[src/rtl/pc_seq_pkg.sv]
// Shared types and default constants for the pc_sequencer fetch-stage block.
package pc_seq_pkg;

    localparam int unsigned DEFAULT_D         = 12;
    localparam int unsigned DEFAULT_START_PC  = 0;
    localparam int unsigned DEFAULT_RAS_DEPTH = 4;
    localparam int unsigned LUT_IDX_W         = 8;

    typedef enum logic [1:0] {
        IDLE = 2'd0,
        RUN  = 2'd1,
        HALT = 2'd2
    } seq_state_e;

endpackage

[src/rtl/pc_sequencer_if.sv]
// Decoder/table/imem-facing signal bundle of pc_sequencer; the slave modport is
// the sequencer side, the master modport is the decoder/table/environment side.
interface pc_sequencer_if #(
    parameter int D = 12
);
    import pc_seq_pkg::*;

    logic                 start;
    logic                 halt_req;
    logic                 stall;
    logic                 br_en;
    logic                 br_cond;
    logic [LUT_IDX_W-1:0] br_idx;
    logic                 call_en;
    logic                 ret_en;
    logic [LUT_IDX_W-1:0] lut_addr;
    logic [D-1:0]         lut_target;
    logic [D-1:0]         pc;
    logic                 fetch_valid;
    logic                 done;
    logic                 ras_err;

    modport master (
        output start, halt_req, stall, br_en, br_cond, br_idx, call_en, ret_en,
        output lut_target,
        input  lut_addr, pc, fetch_valid, done, ras_err
    );

    modport slave (
        input  start, halt_req, stall, br_en, br_cond, br_idx, call_en, ret_en,
        input  lut_target,
        output lut_addr, pc, fetch_valid, done, ras_err
    );

endinterface

[src/rtl/ras_stack.sv]
// Return-address stack as a circular buffer; a push when full overwrites the oldest entry.
module ras_stack #(
    parameter int D     = 12,
    parameter int DEPTH = 4
) (
    input  logic         clk,
    input  logic         reset_n,
    input  logic         clear_i,
    input  logic         push_i,
    input  logic         pop_i,
    input  logic [D-1:0] push_data_i,
    output logic [D-1:0] top_o,
    output logic         full_o,
    output logic         empty_o
);
    localparam int PW = (DEPTH > 1) ? $clog2(DEPTH) : 1;
    localparam int CW = $clog2(DEPTH + 1);

    logic [D-1:0]  mem_q [DEPTH];
    logic [PW-1:0] wr_ptr_q, wr_ptr_d, top_idx;
    logic [CW-1:0] count_q, count_d;
    logic          do_write;

    function automatic logic [PW-1:0] ptr_inc(input logic [PW-1:0] p);
        return (p == PW'(DEPTH - 1)) ? '0 : p + 1'b1;
    endfunction

    function automatic logic [PW-1:0] ptr_dec(input logic [PW-1:0] p);
        return (p == '0) ? PW'(DEPTH - 1) : p - 1'b1;
    endfunction

    assign top_idx  = ptr_dec(wr_ptr_q);
    assign top_o    = mem_q[top_idx];
    assign full_o   = (count_q == CW'(DEPTH));
    assign empty_o  = (count_q == '0);
    assign do_write = push_i && !pop_i && !clear_i;

    always_comb begin
        // NOTE: every output of a combinational block gets a default first, so no path can infer a latch.
        wr_ptr_d = wr_ptr_q;
        count_d  = count_q;
        if (clear_i) begin
            wr_ptr_d = '0;
            count_d  = '0;
        end else if (pop_i && !empty_o) begin
            wr_ptr_d = top_idx;
            count_d  = count_q - 1'b1;
        end else if (do_write) begin
            wr_ptr_d = ptr_inc(wr_ptr_q);
            if (!full_o) count_d = count_q + 1'b1;
        end
    end

    always_ff @(posedge clk or negedge reset_n) begin
        // NOTE: sequential state uses non-blocking assignments so every register samples pre-edge values.
        if (!reset_n) begin
            wr_ptr_q <= '0;
            count_q  <= '0;
        end else begin
            wr_ptr_q <= wr_ptr_d;
            count_q  <= count_d;
        end
    end

    // NOTE: the storage array is deliberately not reset; count_q gates every read, so stale data is never observed.
    always_ff @(posedge clk) begin
        if (do_write) mem_q[wr_ptr_q] <= push_data_i;
    end

endmodule

[src/rtl/pc_sequencer.sv]
// Fetch-stage program-counter sequencer: start/halt control, stalls, branches, calls/returns.
// Define PC_SEQ_RAS_EN to build in the return-address stack; otherwise call is a plain jump.
module pc_sequencer
    import pc_seq_pkg::*;
#(
    parameter int D         = DEFAULT_D,
    parameter int START_PC  = DEFAULT_START_PC,
    parameter int RAS_DEPTH = DEFAULT_RAS_DEPTH
) (
    input  logic           clk,
    input  logic           reset_n,
    pc_sequencer_if.slave  bus
);
    seq_state_e   state_q, state_d;
    logic [D-1:0] pc_q, pc_d;
    logic [D-1:0] pc_plus1;

    assign pc_plus1         = pc_q + D'(1);
    assign bus.lut_addr     = bus.br_idx;
    assign bus.pc           = pc_q;
    assign bus.done         = (state_q == HALT);
    assign bus.fetch_valid  = (state_q == RUN) && !bus.stall;

`ifdef PC_SEQ_RAS_EN
    logic         ras_err_q, ras_err_d;
    logic         stk_push, stk_pop, stk_clear, stk_full, stk_empty;
    logic [D-1:0] stk_top;

    ras_stack #(.D(D), .DEPTH(RAS_DEPTH)) u_ras (
        .clk         (clk),
        .reset_n     (reset_n),
        .clear_i     (stk_clear),
        .push_i      (stk_push),
        .pop_i       (stk_pop),
        .push_data_i (pc_plus1),
        .top_o       (stk_top),
        .full_o      (stk_full),
        .empty_o     (stk_empty)
    );

    assign bus.ras_err = ras_err_q;

    always_ff @(posedge clk or negedge reset_n) begin
        if (!reset_n) ras_err_q <= 1'b0;
        else          ras_err_q <= ras_err_d;
    end
`else
    assign bus.ras_err = 1'b0;
`endif

    always_comb begin
        state_d = state_q;
        pc_d    = pc_q;
`ifdef PC_SEQ_RAS_EN
        stk_push  = 1'b0;
        stk_pop   = 1'b0;
        stk_clear = 1'b0;
        ras_err_d = ras_err_q;
`endif
        unique case (state_q)
            IDLE: begin
                if (bus.start) begin
                    state_d = RUN;
                    pc_d    = D'(START_PC);
                end
            end
            RUN: begin
                if (!bus.stall) begin
                    if (bus.halt_req) begin
                        state_d = HALT;
                    end else if (bus.ret_en) begin
`ifdef PC_SEQ_RAS_EN
                        if (stk_empty) begin
                            pc_d      = pc_plus1;
                            ras_err_d = 1'b1;
                        end else begin
                            pc_d    = stk_top;
                            stk_pop = 1'b1;
                        end
`else
                        pc_d = pc_plus1;
`endif
                    end else if (bus.call_en) begin
`ifdef PC_SEQ_RAS_EN
                        stk_push = 1'b1;
                        if (stk_full) ras_err_d = 1'b1;
`endif
                        pc_d = bus.lut_target;
                    end else if (bus.br_en && bus.br_cond) begin
                        pc_d = bus.lut_target;
                    end else begin
                        pc_d = pc_plus1;
                    end
                end
            end
            HALT: begin
                if (bus.start) begin
                    state_d = RUN;
                    pc_d    = D'(START_PC);
`ifdef PC_SEQ_RAS_EN
                    stk_clear = 1'b1;
                    ras_err_d = 1'b0;
`endif
                end
            end
            default: state_d = IDLE;
        endcase
    end

    always_ff @(posedge clk or negedge reset_n) begin
        if (!reset_n) begin
            state_q <= IDLE;
            pc_q    <= D'(START_PC);
        end else begin
            state_q <= state_d;
            pc_q    <= pc_d;
        end
    end

endmodule

[src/flat_wrapper.sv]
// flat-port wrapper written by rule: the top's interface ports become plain ports
module pc_sequencer_flat import pc_seq_pkg::*;
#(
    parameter int D         = DEFAULT_D,
    parameter int START_PC  = DEFAULT_START_PC,
    parameter int RAS_DEPTH = DEFAULT_RAS_DEPTH
)
  (clk, reset_n, bus_start, bus_halt_req, bus_stall, bus_br_en, bus_br_cond, bus_br_idx, bus_call_en, bus_ret_en, bus_lut_target, bus_lut_addr, bus_pc, bus_fetch_valid, bus_done, bus_ras_err);
  pc_sequencer_if #(.D(D)) bus_i ();
  input  logic clk;
  input  logic reset_n;
  input wire logic [$bits(bus_i.start)-1:0] bus_start;
  input wire logic [$bits(bus_i.halt_req)-1:0] bus_halt_req;
  input wire logic [$bits(bus_i.stall)-1:0] bus_stall;
  input wire logic [$bits(bus_i.br_en)-1:0] bus_br_en;
  input wire logic [$bits(bus_i.br_cond)-1:0] bus_br_cond;
  input wire logic [$bits(bus_i.br_idx)-1:0] bus_br_idx;
  input wire logic [$bits(bus_i.call_en)-1:0] bus_call_en;
  input wire logic [$bits(bus_i.ret_en)-1:0] bus_ret_en;
  input wire logic [$bits(bus_i.lut_target)-1:0] bus_lut_target;
  output wire logic [$bits(bus_i.lut_addr)-1:0] bus_lut_addr;
  output wire logic [$bits(bus_i.pc)-1:0] bus_pc;
  output wire logic [$bits(bus_i.fetch_valid)-1:0] bus_fetch_valid;
  output wire logic [$bits(bus_i.done)-1:0] bus_done;
  output wire logic [$bits(bus_i.ras_err)-1:0] bus_ras_err;
  assign bus_i.start = bus_start;
  assign bus_i.halt_req = bus_halt_req;
  assign bus_i.stall = bus_stall;
  assign bus_i.br_en = bus_br_en;
  assign bus_i.br_cond = bus_br_cond;
  assign bus_i.br_idx = bus_br_idx;
  assign bus_i.call_en = bus_call_en;
  assign bus_i.ret_en = bus_ret_en;
  assign bus_i.lut_target = bus_lut_target;
  assign bus_lut_addr = bus_i.lut_addr;
  assign bus_pc = bus_i.pc;
  assign bus_fetch_valid = bus_i.fetch_valid;
  assign bus_done = bus_i.done;
  assign bus_ras_err = bus_i.ras_err;
  pc_sequencer #(.D(D), .START_PC(START_PC), .RAS_DEPTH(RAS_DEPTH)) u_core (.clk(clk), .reset_n(reset_n), .bus(bus_i));
endmodule
[config.mk]
export PLATFORM = sky130hd
export DESIGN_NAME = pc_sequencer_flat
export DESIGN_NICKNAME = d
export VERILOG_FILES = /design/src/rtl/pc_seq_pkg.sv /design/src/rtl/pc_sequencer_if.sv /design/src/rtl/ras_stack.sv /design/src/rtl/pc_sequencer.sv /design/src/flat_wrapper.sv
export SDC_FILE = /design/constraint.sdc
export NUM_CORES = 1
export LEC_CHECK = 0
export BUFFER_PORTS_ARGS = -buffer_cell sky130_fd_sc_hd__buf_4
export CORE_MARGIN = 2
export CORE_UTILIZATION = 40
export CTS_CLUSTER_DIAMETER = 60
export DETAILED_ROUTE_END_ITERATION = 8
export GPL_TIMING_DRIVEN = 1
export PLACE_DENSITY_LB_ADDON = 0.05
export SYNTH_ARGS = -nofsm -noshare
export SYNTH_HDL_FRONTEND = slang
export SYNTH_SLANG_ARGS = --single-unit
[constraint.sdc]
create_clock -name clk -period 1.8 [get_ports clk]
set_input_delay 0.27 -clock clk [delete_from_list [all_inputs] [get_ports clk]]
set_output_delay 0.27 -clock clk [all_outputs]
set_load 0.01 [all_outputs]
==> results by group <==
Cells and area
  • Diodes inserted: 0
  • Fin area: 1230 um^2
  • Most frequent cells in the layout: buf_4 (37), dfrtp_1 (14), a21oi_1 (13)
  • Final #Nets: between 150 and 200
  • Share of layout cells above drive strength 1: 31.4%
  • Commonest non-fill, non-tap cell in the layout: buf_4
  • Layout area overhead: 28.7%

Pwr
  • Total power: around 0.0012 W
  • Peak VDD IR: about 0.00064 V
  • PwrDens: between 900 and 1000 nW/um^2
  • Leak Pwr: 0.533 nW

STA
  • TNS Setup: 0 ns
  • Max frequency: 591 MHz
  • RSZ-0062 raised after global routing: false
  • Period utilization: 94.0%
  • Final setup fails: 0
  • Worst Tran Pin Value: around 0.84 ns
  • Worst Skew: roughly 0.011 ns
  • Hold WS: 0.197 ns
  • Worst slew margin: about 44%
  • Hold Violations, Final: 0
  • Final Max Slew Viols: 0
  • Crit path time final: between 1.5 and 2 ns

Die
  • I/O pin cnt: between 50 and 60
  • Core ar.: approximately 2200 um^2
  • Total Die Area: about 2800 um^2
  • Initial Util: a little over two fifths
  • Row count: 17
  • Die Span Y: approximately 53 um
  • Die Wd: roughly 53 um

Placement
  • Placed instance area: between 1000 and 1500 um^2
  • DP HPWL: ~1900 um
  • Port bufs: 34
  • Gpl congestion: ~0.80

GRT
  • First-pass GRT wire length: roughly 4100 um
  • GRT overflow: 0
  • Initial antenna violation count: 0
  • Vias in the first global route: ~920
  • Largest net degree at the start of global routing: 15
  • Overall Global Routing Usage: approximately 20%

CTS
  • Clock Path Buffers: 2
  • # clock sinks: 14
  • CTS buffer count: 3
  • Clk_lat worst skew: roughly 0.29 ns
  • Clk root buf: clkbuf_4
  • H-tree Lvls: 1
  • CTS clk-pin slew, worst paths: 0.10 ns
  • TritonCTS clock tree: built
  • Buffers inserted by post-CTS timing repair: 0

Worst setup path
  • CP endpoint kind: flip-flop
  • R2R setup slack: around 0.11 ns
  • Worst EP arrival: between 1.5 and 2 ns
  • Max Fanout on Critical Path: 8
  • Kind of launch point of the worst setup path: flip-flop
  • WS Path Type: reg -> reg
  • Critical Path RT: about 2.0 ns

Synth
  • Post-synth cell types: 31
  • Sequential area share after synthesis: roughly 37%
  • Cell Area, Synth: roughly 960 um^2
  • Yosys reg bits: 14
  • Yosys top cell area share: roughly 37%
  • Cell taking the most area after synthesis: dfrtp_1
  • Average size of a mapped cell: 8.53 um^2
  • Yosys warns: 0
  • Top cells by area, synth: dfrtp_1 (37%), o2bb2ai_1 (7.3%), buf_4 (7.1%)
  • Post-Syn Instances: ~110
  • Mapped Nets: ~140

Routing
  • Vias per cell: between 5 and 6
  • Iteration-0 DRC Markers: 26
  • Final wirelength: around 2600 um
  • DRC Markers: 0
  • WL per Instance: 15.2 um
  • First-pass DRT Iterations: 4
  • Routed via count: 944
  • Remaining antenna violation count: 0

Min path
  • Hold Path Class: in -> reg

Run
  • Max Cap Viol: 0

Status
  • Status: finished clean
==> logic make-up (layout without fill, tap and decap cells) <==
group           count (synthesis)  in the layout  synth area share (%)
mux                             2              2                  2.09
simple gates                   29             29                  15.2
buf+inv                        18             46                  10.7
other cells                     1              1                 0.392
flops                          14             14                  36.6
compound gates                 47             47                  33.6
fa+ha+maj                       1              1                  1.31
==> layout make-up <==
type / instances / area, um^2
Timing Repair Buffer: 38 / 288
Fill cell: 224 / 1000
Tap cell: 28 / 35.0
Sequential cell: 14 / 350
Multi-Input combinational cell: 80 / 505
Clock buffer: 4 / 36.3
Inverter: 4 / 15.0
==> synth_stat cells <==
cell type	number
a2111oi_0	4
a211oi_1	1
a21boi_0	1
a21o_1	1
a21o_4	1
a21oi_1	13
a22o_1	2
a22oi_1	2
a32oi_1	1
buf_2	1
buf_4	9
clkbuf_1	4
conb_1	1
dfrtp_1	14
ha_1	1
inv_1	4
mux2i_1	2
nand2_1	4
nand2b_1	3
nand3_1	6
nand4_1	2
nor2_1	7
nor2b_1	2
nor3_1	4
o21a_1	1
o21ai_0	5
o21ai_1	5
o21ai_2	1
o22ai_1	1
o2bb2ai_1	8
or4b_1	1
==> stage by stage <==
stage | utilization, % | instances | worst slack, ns
2_1_floorplan | - | 112 | 0.224
3_3_place_gp | 52.9 | 163 | 0.147
3_5_place_dp | 52.9 | 163 | 0.114
4_1_cts | 55.0 | 168 | 0.109
5_1_grt | 55.1 | 168 | 0.00910
6_report | 55.1 | 168 | 0.108
==> flip-flops by register name, indices dropped and copies added (netlist names) <==
| name | cells |
|---|---|
| u_core.state_q | 2 |
| u_core.bus.pc | 12 |
==> final timing paths <==
check                                        from                 to  cells after the start
worst max-delay path            u_core.state_q[1]   u_core.bus.pc[3]                      4
worst min-delay path            bus_lut_target[9]   u_core.bus.pc[9]                      3
worst max register to register  u_core.state_q[1]   u_core.bus.pc[3]                      4
worst min register to register  u_core.bus.pc[11]  u_core.bus.pc[11]                      1
max in group asynchronous                 reset_n  u_core.state_q[1]                      2
min in group asynchronous                 reset_n  u_core.bus.pc[10]                      2
==> worst max-delay path, cell delays in order, from the launching register on <==
cell and delay [ns]:
dfrtp_1 0.39, or4b_1 0.65, buf_4 0.22, a22o_1 0.21, o2bb2ai_1 0.12
==> metal layers <==
layer	track usage [%]	routed length, um	up-vias
li1	-	-	464
met1	24.9	1060	443
met2	35.2	1320	33
met3	6.50	156	4
met4	0.855	10	0
met5	0	0	-
==> report_power, final <==
group / internal (W) / switching (W)
registers: 0.000384 / 0.0000762
clock network: 0.000123 / 0.000112
logic: 0.000245 / 0.000242
total: 0.000753 / 0.000431
==> repair_timing <==
item                                   4_1_cts  5_1_grt
endpoints found under the hold margin       14        0
hold buffers                                 1        0
resized for setup                            0        1
setup endpoints to repair                    0        2
Power figures use the tool's default switching activity.
